`src/rtl/fetch_predict_if.sv`:
```
`default_nettype none
// ============================================================================
// Module      : fetch_predict_if
// Description : Control, training, instruction-memory and IF/ID bundle of
//               the fetch/predict stage. The master side drives the
//               pipeline controls and the memory data. The slave side is the
//               fetch stage itself.
// Revision    : 1.0 - initial release
// ============================================================================
interface fetch_predict_if;
  // pipeline control
  logic        stall;
  logic        flush;
  logic        redirect;
  logic [31:0] redirect_pc;
  // branch training from EX
  logic        update_en;
  logic [31:0] update_pc;
  logic        update_taken;
  logic [31:0] update_target;
  // instruction memory
  logic [31:0] imem_addr;
  logic [31:0] imem_rdata;
  // IF/ID register
  logic [31:0] instr_IF;
  logic [31:0] pc_IF;
  logic [31:0] pcnext_IF;
  logic        prediction_IF;

  modport master (
    output stall, flush, redirect, redirect_pc,
    output update_en, update_pc, update_taken, update_target,
    output imem_rdata,
    input  imem_addr,
    input  instr_IF, pc_IF, pcnext_IF, prediction_IF
  );

  modport slave (
    input  stall, flush, redirect, redirect_pc,
    input  update_en, update_pc, update_taken, update_target,
    input  imem_rdata,
    output imem_addr,
    output instr_IF, pc_IF, pcnext_IF, prediction_IF
  );
endinterface
`default_nettype wire

```
`src/rtl/fetch_predict_stage.sv`:
```
`default_nettype none
// ============================================================================
// Module      : fetch_predict_stage
// Description : Instruction fetch stage with PC register, IF/ID pipeline
//               register and an optional direct-mapped branch target buffer
//               with 2-bit saturating counters. The predictor is built only
//               when the macro BRANCH_PREDICT_EN is defined. Otherwise the
//               next PC is the redirect target, the held PC or PC+4.
// Revision    : 1.0 - initial release
// ============================================================================
module fetch_predict_stage #(
  parameter int BHT_IDX_W = 4
) (
  input  logic            clk,
  input  logic            rst,
  fetch_predict_if.slave  bus
);

  localparam logic [31:0] NOP_INSTR = 32'h0000_0013;

  logic [31:0] pc_q, pc_d;
  logic [31:0] pc_plus4;
  logic        predict_taken;
  logic [31:0] predict_target;

  logic [31:0] instr_q, instr_d;
  logic [31:0] pc_if_q, pc_if_d;
  logic [31:0] pcnext_q, pcnext_d;
  logic        pred_q, pred_d;

  assign pc_plus4      = pc_q + 32'd4;
  assign bus.imem_addr = pc_q;

`ifdef BRANCH_PREDICT_EN
  localparam int ENTRIES = 1 << BHT_IDX_W;
  localparam int TAG_W   = 30 - BHT_IDX_W;

  logic [1:0]         cnt_q [ENTRIES];
  logic [1:0]         cnt_d [ENTRIES];
  logic [ENTRIES-1:0] valid_q, valid_d;
  logic [TAG_W-1:0]   tag_q [ENTRIES];
  logic [TAG_W-1:0]   tag_d [ENTRIES];
  logic [31:0]        tgt_q [ENTRIES];
  logic [31:0]        tgt_d [ENTRIES];

  logic [BHT_IDX_W-1:0] lk_idx, up_idx;
  logic [TAG_W-1:0]     lk_tag, up_tag;
  logic                 unused_upd_lsbs;

  assign lk_idx          = pc_q[1+BHT_IDX_W:2];
  assign lk_tag          = pc_q[31:2+BHT_IDX_W];
  assign up_idx          = bus.update_pc[1+BHT_IDX_W:2];
  assign up_tag          = bus.update_pc[31:2+BHT_IDX_W];
  assign unused_upd_lsbs = ^bus.update_pc[1:0];

  // Lookup of the current PC; reads pre-update table contents.
  always_comb begin
    predict_taken  = valid_q[lk_idx] && (tag_q[lk_idx] == lk_tag) && cnt_q[lk_idx][1];
    predict_target = tgt_q[lk_idx];
  end

  // Training from resolved branches, independent of stall/flush/redirect.
  always_comb begin
    cnt_d   = cnt_q;
    valid_d = valid_q;
    tag_d   = tag_q;
    tgt_d   = tgt_q;
    if (bus.update_en) begin
      if (bus.update_taken) begin
        if (cnt_q[up_idx] != 2'd3) begin
          cnt_d[up_idx] = cnt_q[up_idx] + 2'd1;
        end
        valid_d[up_idx] = 1'b1;
        tag_d[up_idx]   = up_tag;
        tgt_d[up_idx]   = bus.update_target;
      end else if (cnt_q[up_idx] != 2'd0) begin
        cnt_d[up_idx] = cnt_q[up_idx] - 2'd1;
      end
    end
  end

  // Counters start weakly not-taken and all entries invalid.
  always_ff @(posedge clk or posedge rst) begin
    if (rst) begin
      for (int i = 0; i < ENTRIES; i++) begin
        cnt_q[i] <= 2'b01;
      end
      valid_q <= '0;
    end else begin
      cnt_q   <= cnt_d;
      valid_q <= valid_d;
    end
  end

  // Tags and targets are qualified by valid, so they need no reset.
  always_ff @(posedge clk) begin
    tag_q <= tag_d;
    tgt_q <= tgt_d;
  end
`else
  logic unused_update;

  assign predict_taken  = 1'b0;
  assign predict_target = pc_plus4;
  assign unused_update  = ^{bus.update_en, bus.update_pc, bus.update_taken,
                            bus.update_target, (BHT_IDX_W != 0)};
`endif

  // Next-PC priority: redirect, then stall hold, then predicted target, then sequential.
  always_comb begin
    if (bus.redirect) begin
      pc_d = bus.redirect_pc;
    end else if (bus.stall) begin
      pc_d = pc_q;
    end else if (predict_taken) begin
      pc_d = predict_target;
    end else begin
      pc_d = pc_plus4;
    end
  end

  // IF/ID next value: a flush bubble beats a stall hold, which beats a normal load.
  always_comb begin
    instr_d  = instr_q;
    pc_if_d  = pc_if_q;
    pcnext_d = pcnext_q;
    pred_d   = pred_q;
    if (bus.flush) begin
      instr_d  = NOP_INSTR;
      pc_if_d  = 32'd0;
      pcnext_d = 32'd0;
      pred_d   = 1'b0;
    end else if (!bus.stall) begin
      instr_d  = bus.imem_rdata;
      pc_if_d  = pc_q;
      pcnext_d = pc_plus4;
      pred_d   = predict_taken;
    end
  end

  // PC and IF/ID state; reset restarts fetch at address 0 with a bubble in IF/ID.
  always_ff @(posedge clk or posedge rst) begin
    if (rst) begin
      pc_q     <= 32'd0;
      instr_q  <= NOP_INSTR;
      pc_if_q  <= 32'd0;
      pcnext_q <= 32'd0;
      pred_q   <= 1'b0;
    end else begin
      pc_q     <= pc_d;
      instr_q  <= instr_d;
      pc_if_q  <= pc_if_d;
      pcnext_q <= pcnext_d;
      pred_q   <= pred_d;
    end
  end

  assign bus.instr_IF      = instr_q;
  assign bus.pc_IF         = pc_if_q;
  assign bus.pcnext_IF     = pcnext_q;
  assign bus.prediction_IF = pred_q;

endmodule
`default_nettype wire

```
`src/flat_wrapper.sv`:
```
// flat-port wrapper written by rule: the top's interface ports become plain ports
module fetch_predict_stage_flat 
#(
  parameter int BHT_IDX_W = 4
)
  (clk, rst, bus_stall, bus_flush, bus_redirect, bus_redirect_pc, bus_update_en, bus_update_pc, bus_update_taken, bus_update_target, bus_imem_rdata, bus_imem_addr, bus_instr_IF, bus_pc_IF, bus_pcnext_IF, bus_prediction_IF);
  fetch_predict_if bus_i ();
  input  logic clk;
  input  logic rst;
  input wire logic [$bits(bus_i.stall)-1:0] bus_stall;
  input wire logic [$bits(bus_i.flush)-1:0] bus_flush;
  input wire logic [$bits(bus_i.redirect)-1:0] bus_redirect;
  input wire logic [$bits(bus_i.redirect_pc)-1:0] bus_redirect_pc;
  input wire logic [$bits(bus_i.update_en)-1:0] bus_update_en;
  input wire logic [$bits(bus_i.update_pc)-1:0] bus_update_pc;
  input wire logic [$bits(bus_i.update_taken)-1:0] bus_update_taken;
  input wire logic [$bits(bus_i.update_target)-1:0] bus_update_target;
  input wire logic [$bits(bus_i.imem_rdata)-1:0] bus_imem_rdata;
  output wire logic [$bits(bus_i.imem_addr)-1:0] bus_imem_addr;
  output wire logic [$bits(bus_i.instr_IF)-1:0] bus_instr_IF;
  output wire logic [$bits(bus_i.pc_IF)-1:0] bus_pc_IF;
  output wire logic [$bits(bus_i.pcnext_IF)-1:0] bus_pcnext_IF;
  output wire logic [$bits(bus_i.prediction_IF)-1:0] bus_prediction_IF;
  assign bus_i.stall = bus_stall;
  assign bus_i.flush = bus_flush;
  assign bus_i.redirect = bus_redirect;
  assign bus_i.redirect_pc = bus_redirect_pc;
  assign bus_i.update_en = bus_update_en;
  assign bus_i.update_pc = bus_update_pc;
  assign bus_i.update_taken = bus_update_taken;
  assign bus_i.update_target = bus_update_target;
  assign bus_i.imem_rdata = bus_imem_rdata;
  assign bus_imem_addr = bus_i.imem_addr;
  assign bus_instr_IF = bus_i.instr_IF;
  assign bus_pc_IF = bus_i.pc_IF;
  assign bus_pcnext_IF = bus_i.pcnext_IF;
  assign bus_prediction_IF = bus_i.prediction_IF;
  fetch_predict_stage #(.BHT_IDX_W(BHT_IDX_W)) u_core (.clk(clk), .rst(rst), .bus(bus_i));
endmodule
```
`config.mk`:
```
export PLATFORM = sky130hd
export DESIGN_NAME = fetch_predict_stage_flat
export DESIGN_NICKNAME = d
export VERILOG_FILES = /design/src/rtl/fetch_predict_if.sv /design/src/rtl/fetch_predict_stage.sv /design/src/flat_wrapper.sv
export SDC_FILE = /design/constraint.sdc
export NUM_CORES = 1
export LEC_CHECK = 0
export BUFFER_PORTS_ARGS = -buffer_cell sky130_fd_sc_hd__buf_2
export CAP_MARGIN = 10
export CORE_AREA = 2 2 128 118
export DETAILED_ROUTE_END_ITERATION = 12
export DIE_AREA = 0 0 130 120
export GPL_ROUTABILITY_DRIVEN = 0
export PLACE_DENSITY_LB_ADDON = 0.3
export SLEW_MARGIN = 20
export SYNTH_ARGS = -nofsm -noshare
export SYNTH_HDL_FRONTEND = slang
export SYNTH_SLANG_ARGS = --single-unit
```
`constraint.sdc`:
```
create_clock -name clk -period 3.79 [get_ports clk]
set_clock_uncertainty 0.2 [all_clocks]
set_input_delay 0.1895 -clock clk [delete_from_list [all_inputs] [get_ports clk]]
set_output_delay 0.1895 -clock clk [all_outputs]
set_load 0.005 [all_outputs]
```
# After elaboration in Yosys (flattened, before gate mapping)
# Cells that the tools add are included.
[word_totals] in_bits=135 word_cells=17 regBits=129
[classes] mux=9 eq_ne=2 add_sub_neg=1
[op_table] operator="$mux W32" n=7
[op_table] operator="$add A32 B3 Y32 const B" n=1
[op_table] operator="$ne A2 B1 Y1 const B" n=2
[op_table] operator="$mux W1" n=2

# Longest topological paths before layout
[depth] depth_word=3 depth_mapped=7 mapped_depth_nobuf=6

# Least setup slack after synthesis
# No wires, ideal clock.
[synth_timing] path_type="register to register" from="register u_core.pc_q[2] (netlist: u_core.bus.imem_addr[2])" to="register u_core.pcnext_q[18] (netlist: u_core.bus.pcnext_IF[18])" path_stages_with_launch=7 required_ns=3.512 setup_ns=0.078 period_less_slack_ns=2.359 t_arrival_ns=2.081 slack_ns=1.431 path_cell_list="dfrtp_1 > ha_1 > nand3_2 > or4_1 > or3_1 > a21o_1 > a21oi_1"
[synth_between] elab_chain_len=3
[synth_rtl] element="start: declaration" line="fetch_predict_stage.sv:21" text="logic [31:0] pc_q, pc_d;"
[synth_rtl] element="start signal: assignment" line="fetch_predict_stage.sv:150" text="pc_q <= pc_d;"
[synth_rtl] element="$add A32 B3 Y32" line="fetch_predict_stage.sv:31" text="assign pc_plus4 = pc_q + 32'd4;"
[synth_rtl] element="$mux W32" line="fetch_predict_stage.sv:133" text="end else if (!bus.stall) begin"
[synth_rtl] element="$mux W32" line="fetch_predict_stage.sv:128" text="if (bus.flush) begin"
[synth_rtl] element="end signal: assignment" line="fetch_predict_stage.sv:153" text="pcnext_q <= pcnext_d;"
[synth_rtl] element="end: declaration" line="fetch_predict_stage.sv:28" text="logic [31:0] pcnext_q, pcnext_d;"
# No other way between the ends. The select of a mux whose other input is x is not followed.
# A chain may end at the register's enable or synchronous reset.

# Worst setup path after layout
[layout_timing] from="register u_core.pc_q[2] (netlist: u_core.bus.imem_addr[2])" to="register u_core.pc_q[30] (netlist: u_core.bus.imem_addr[30])"
[layout_between] elab_chain_len=3
[layout_rtl] element="$add A32 B3 Y32" line="fetch_predict_stage.sv:31"
[layout_rtl] element="$mux W32" line="fetch_predict_stage.sv:113" text="end else if (bus.stall) begin"
[layout_rtl] element="$mux W32" line="fetch_predict_stage.sv:111" text="if (bus.redirect) begin"
# No other way between the ends. The select of a mux whose other input is x is not followed.

==> impl_metrics.ini <==
[final_layout]
layout-drive-gt1-share_pct = 28.9
n_antenna_cell = 0
syn_to_final_growth_pct = 37.2
nNetsFinal = 981
fin_util_pct = 59.0
final_cells = 1056

[floorplan]
die-width_um = 130
fp.dieH_um = 120
die-area_um2 = 15600
ios = 264
rows = 42
core_um2 = 14300
start_util_pct = 43.0

[logic_synthesis]
synth.net_count = 751
synth-seq-area-share_pct = 51.1
synth_edf_count = 0
yosys.area.top_type_share_pct = 49.9
synth_cells = 615
synthSimpleGateAreaFrac_pct = 17.5
syn_area_per_cell_um2 = 10.0
synth_most_common_cell = dfrtp_1
synth_top_family_by_area = simple AND/OR/NAND/NOR gates
synth-compound-area-share_pct = 7.16
synthAdderAreaFrac_pct = 0.203
synthXorXnorAreaFrac_pct = 7.80
synth_cell_types = 43
synth_ff_type = dfrtp_1
ys_ff_latch = 126
ys_warn_count = 0
async_reset_ff_share_pct = 100
muxShareOfSynthArea_pct = 11.1
synthTopCellsByArea = dfrtp_1, mux2i_1, nor2_1
synth.cell_area_um2 = 6170
synth_area_leader_cell = dfrtp_1
synth_commonest_cells = dfrtp_1, nor2_1, mux2i_1

[job]
max_cap_viol_count = 0

[timing]
min_period_ps = 2680
fin_crit_sh_pct = 70.7
setup_viol = 0
rsz0062_at_grt = no
slew_headroom_pct = 33.1
hold_viol = 0
fmax_mhz = 373
slew_viol_final = 0
tns_ps = 0
worst_pin_slew_ps = 1000

[routing]
drt_first_pass_iters = 5
wire_per_inst_um = 15.8
via_count = 5246
drc = 0
antenna_left = 0
drtIter0Drc = 216
routed_wl_um = 16700
via_per_inst = 4.97

[clock_tree]
cts_tree = yes
cts_buffer_depth = 2
clockRootBuffer = clkbuf_16
htree_levels = 4
postCtsSetupRepairBufs = 0
cts_sinks = 126
clk_latency_ps = 420
cts_buffers = 17
path_clk_slew_ps = 60

[global_route]
antenna_found_initial = 0
grt_usage_pct = 21.8
grt_overflow = 0
grt_pass1_vias = 5098
grt_max_degree = 110
grt_first_pass_wirelength_um = 26400

[worst_setup_path]
regToRegStartpoint = u_core.bus.imem_addr[2]
r2r-end = u_core.bus.imem_addr[30]
startpoint = u_core.bus.imem_addr[2]
cp-endpoint = u_core.bus.imem_addr[30]
crit_type = flop to flop
worst-r2r-cell-count = 6
critPathRequiredTime_ps = 3860
worst_ep_arrival_time_ps = 2750
cp-end-kind = flop
ff2ff_setup_slack_ps = 1110
startpoint_type = flop
worstPathMaxFanout = 8

[worst_hold_path]
worstHoldPathType = input port to flop
hold_depth = 3
worstHoldStart = bus_stall

[placement]
post-place-cells = 959
port-buffer-count = 196
dpl.hpwl_um = 10700

[power]
power_density_nw_per_um2 = 443
p_leak_nw = 4.23
totalPowerFinal_mw = 3.75
max-vdd-ir-drop_v = 0.000291

[run_status]
status = completed
[registers in the layout, indices dropped and copies added, names as in the netlist]
signal,cells
u_core.bus.imem_addr,32
u_core.bus.pc_IF,32
u_core.bus.instr_IF,32
u_core.bus.pcnext_IF,30
[where the power goes]
group / switching [mW] / internal (mW)
clock network: 0.592 / 1.10
logic: 0.246 / 0.254
registers: 0.115 / 1.44
[what timing repair did]
item                                    in CTS  in global routing
gates resized for setup                      0                  0
hold buffers                                65                  0
endpoints found under the setup margin       0                  0
endpoints found under the hold margin      169                  0
[cells by family after synthesis]
| kind of cell | count (synthesis) |
|---|---|
| DFF | 126 |
| and+or+nand+nor | 216 |
| other | 1 |
| muxes | 68 |
| buffers and inverters | 71 |
| xor gates and xnor gates | 55 |
| adders and majority gates | 1 |
| AOI/OAI and AO/OA | 77 |
[per-layer routing]
metal  part of all wire [%]  GRT usage (%)  vias to the layer above
li1                       -              -                     2518
met1                     47           29.9                     2532
met2                     46           33.6                      183
met3                    5.9           5.53                       13
met4                    1.3           7.39                        0
met5                      0              0                        -
[cell type report]
| type | instances | area, um^2 |
|---|---|---|
| clock inverters | 9 | 133 |
| clock buffers | 23 | 488 |
| repair buffers | 265 | 1670 |
| fillers | 1211 | 5880 |
| multi-input cells | 418 | 2700 |
| flip-flops and latches | 126 | 3160 |
| inverters | 17 | 68.8 |
| well taps | 198 | 248 |
[worst max-delay path: stages (launching register included)]
cell	delay [ps]
dfrtp_1	500
ha_1	300
nand4b_1	260
nor3_1	610
or3b_1	450
xor2_1	140
o21ai_1	70
[placed cells by master (no fill, tap or decap), types with 8 or more instances in the layout]
| cell | instances |
|---|---|
| xnor2_1 | 27 |
| clkbuf_16 | 17 |
| dlygate4sd3_1 | 65 |
| o21ai_0 | 16 |
| o21a_1 | 15 |
| buf_2 | 194 |
| nor2_1 | 86 |
| nand3_1 | 15 |
| mux2i_1 | 65 |
| xor2_1 | 28 |
| o21ai_1 | 16 |
| nand2_1 | 47 |
| nor2b_1 | 8 |
| dfrtp_1 | 123 |
| inv_1 | 16 |
| a21oi_1 | 25 |
| nor3_1 | 15 |
[metrics by stage]
stage	worst slack [ps]	cell area [um^2]	hold WS, ps
after floorplan	49.5	6170	110
after global routing	958	8470	23.2
final	1110	8470	24.8
after detailed placement	1150	7190	200
after CTS	1120	8470	6.79
after global placement	1170	7190	201
[worst min path at each step]
stage                               endpoint  slack (ps)
detailed placement  u_core.bus.imem_addr[22]         200
finish                   u_core.bus.pc_IF[8]          20
global route        u_core.bus.pcnext_IF[16]          20
CTS                 u_core.bus.pcnext_IF[16]           7
global placement     u_core.bus.imem_addr[4]         200
floorplan           u_core.bus.imem_addr[10]         110
No activity file was read; power rests on OpenSTA's default activity.
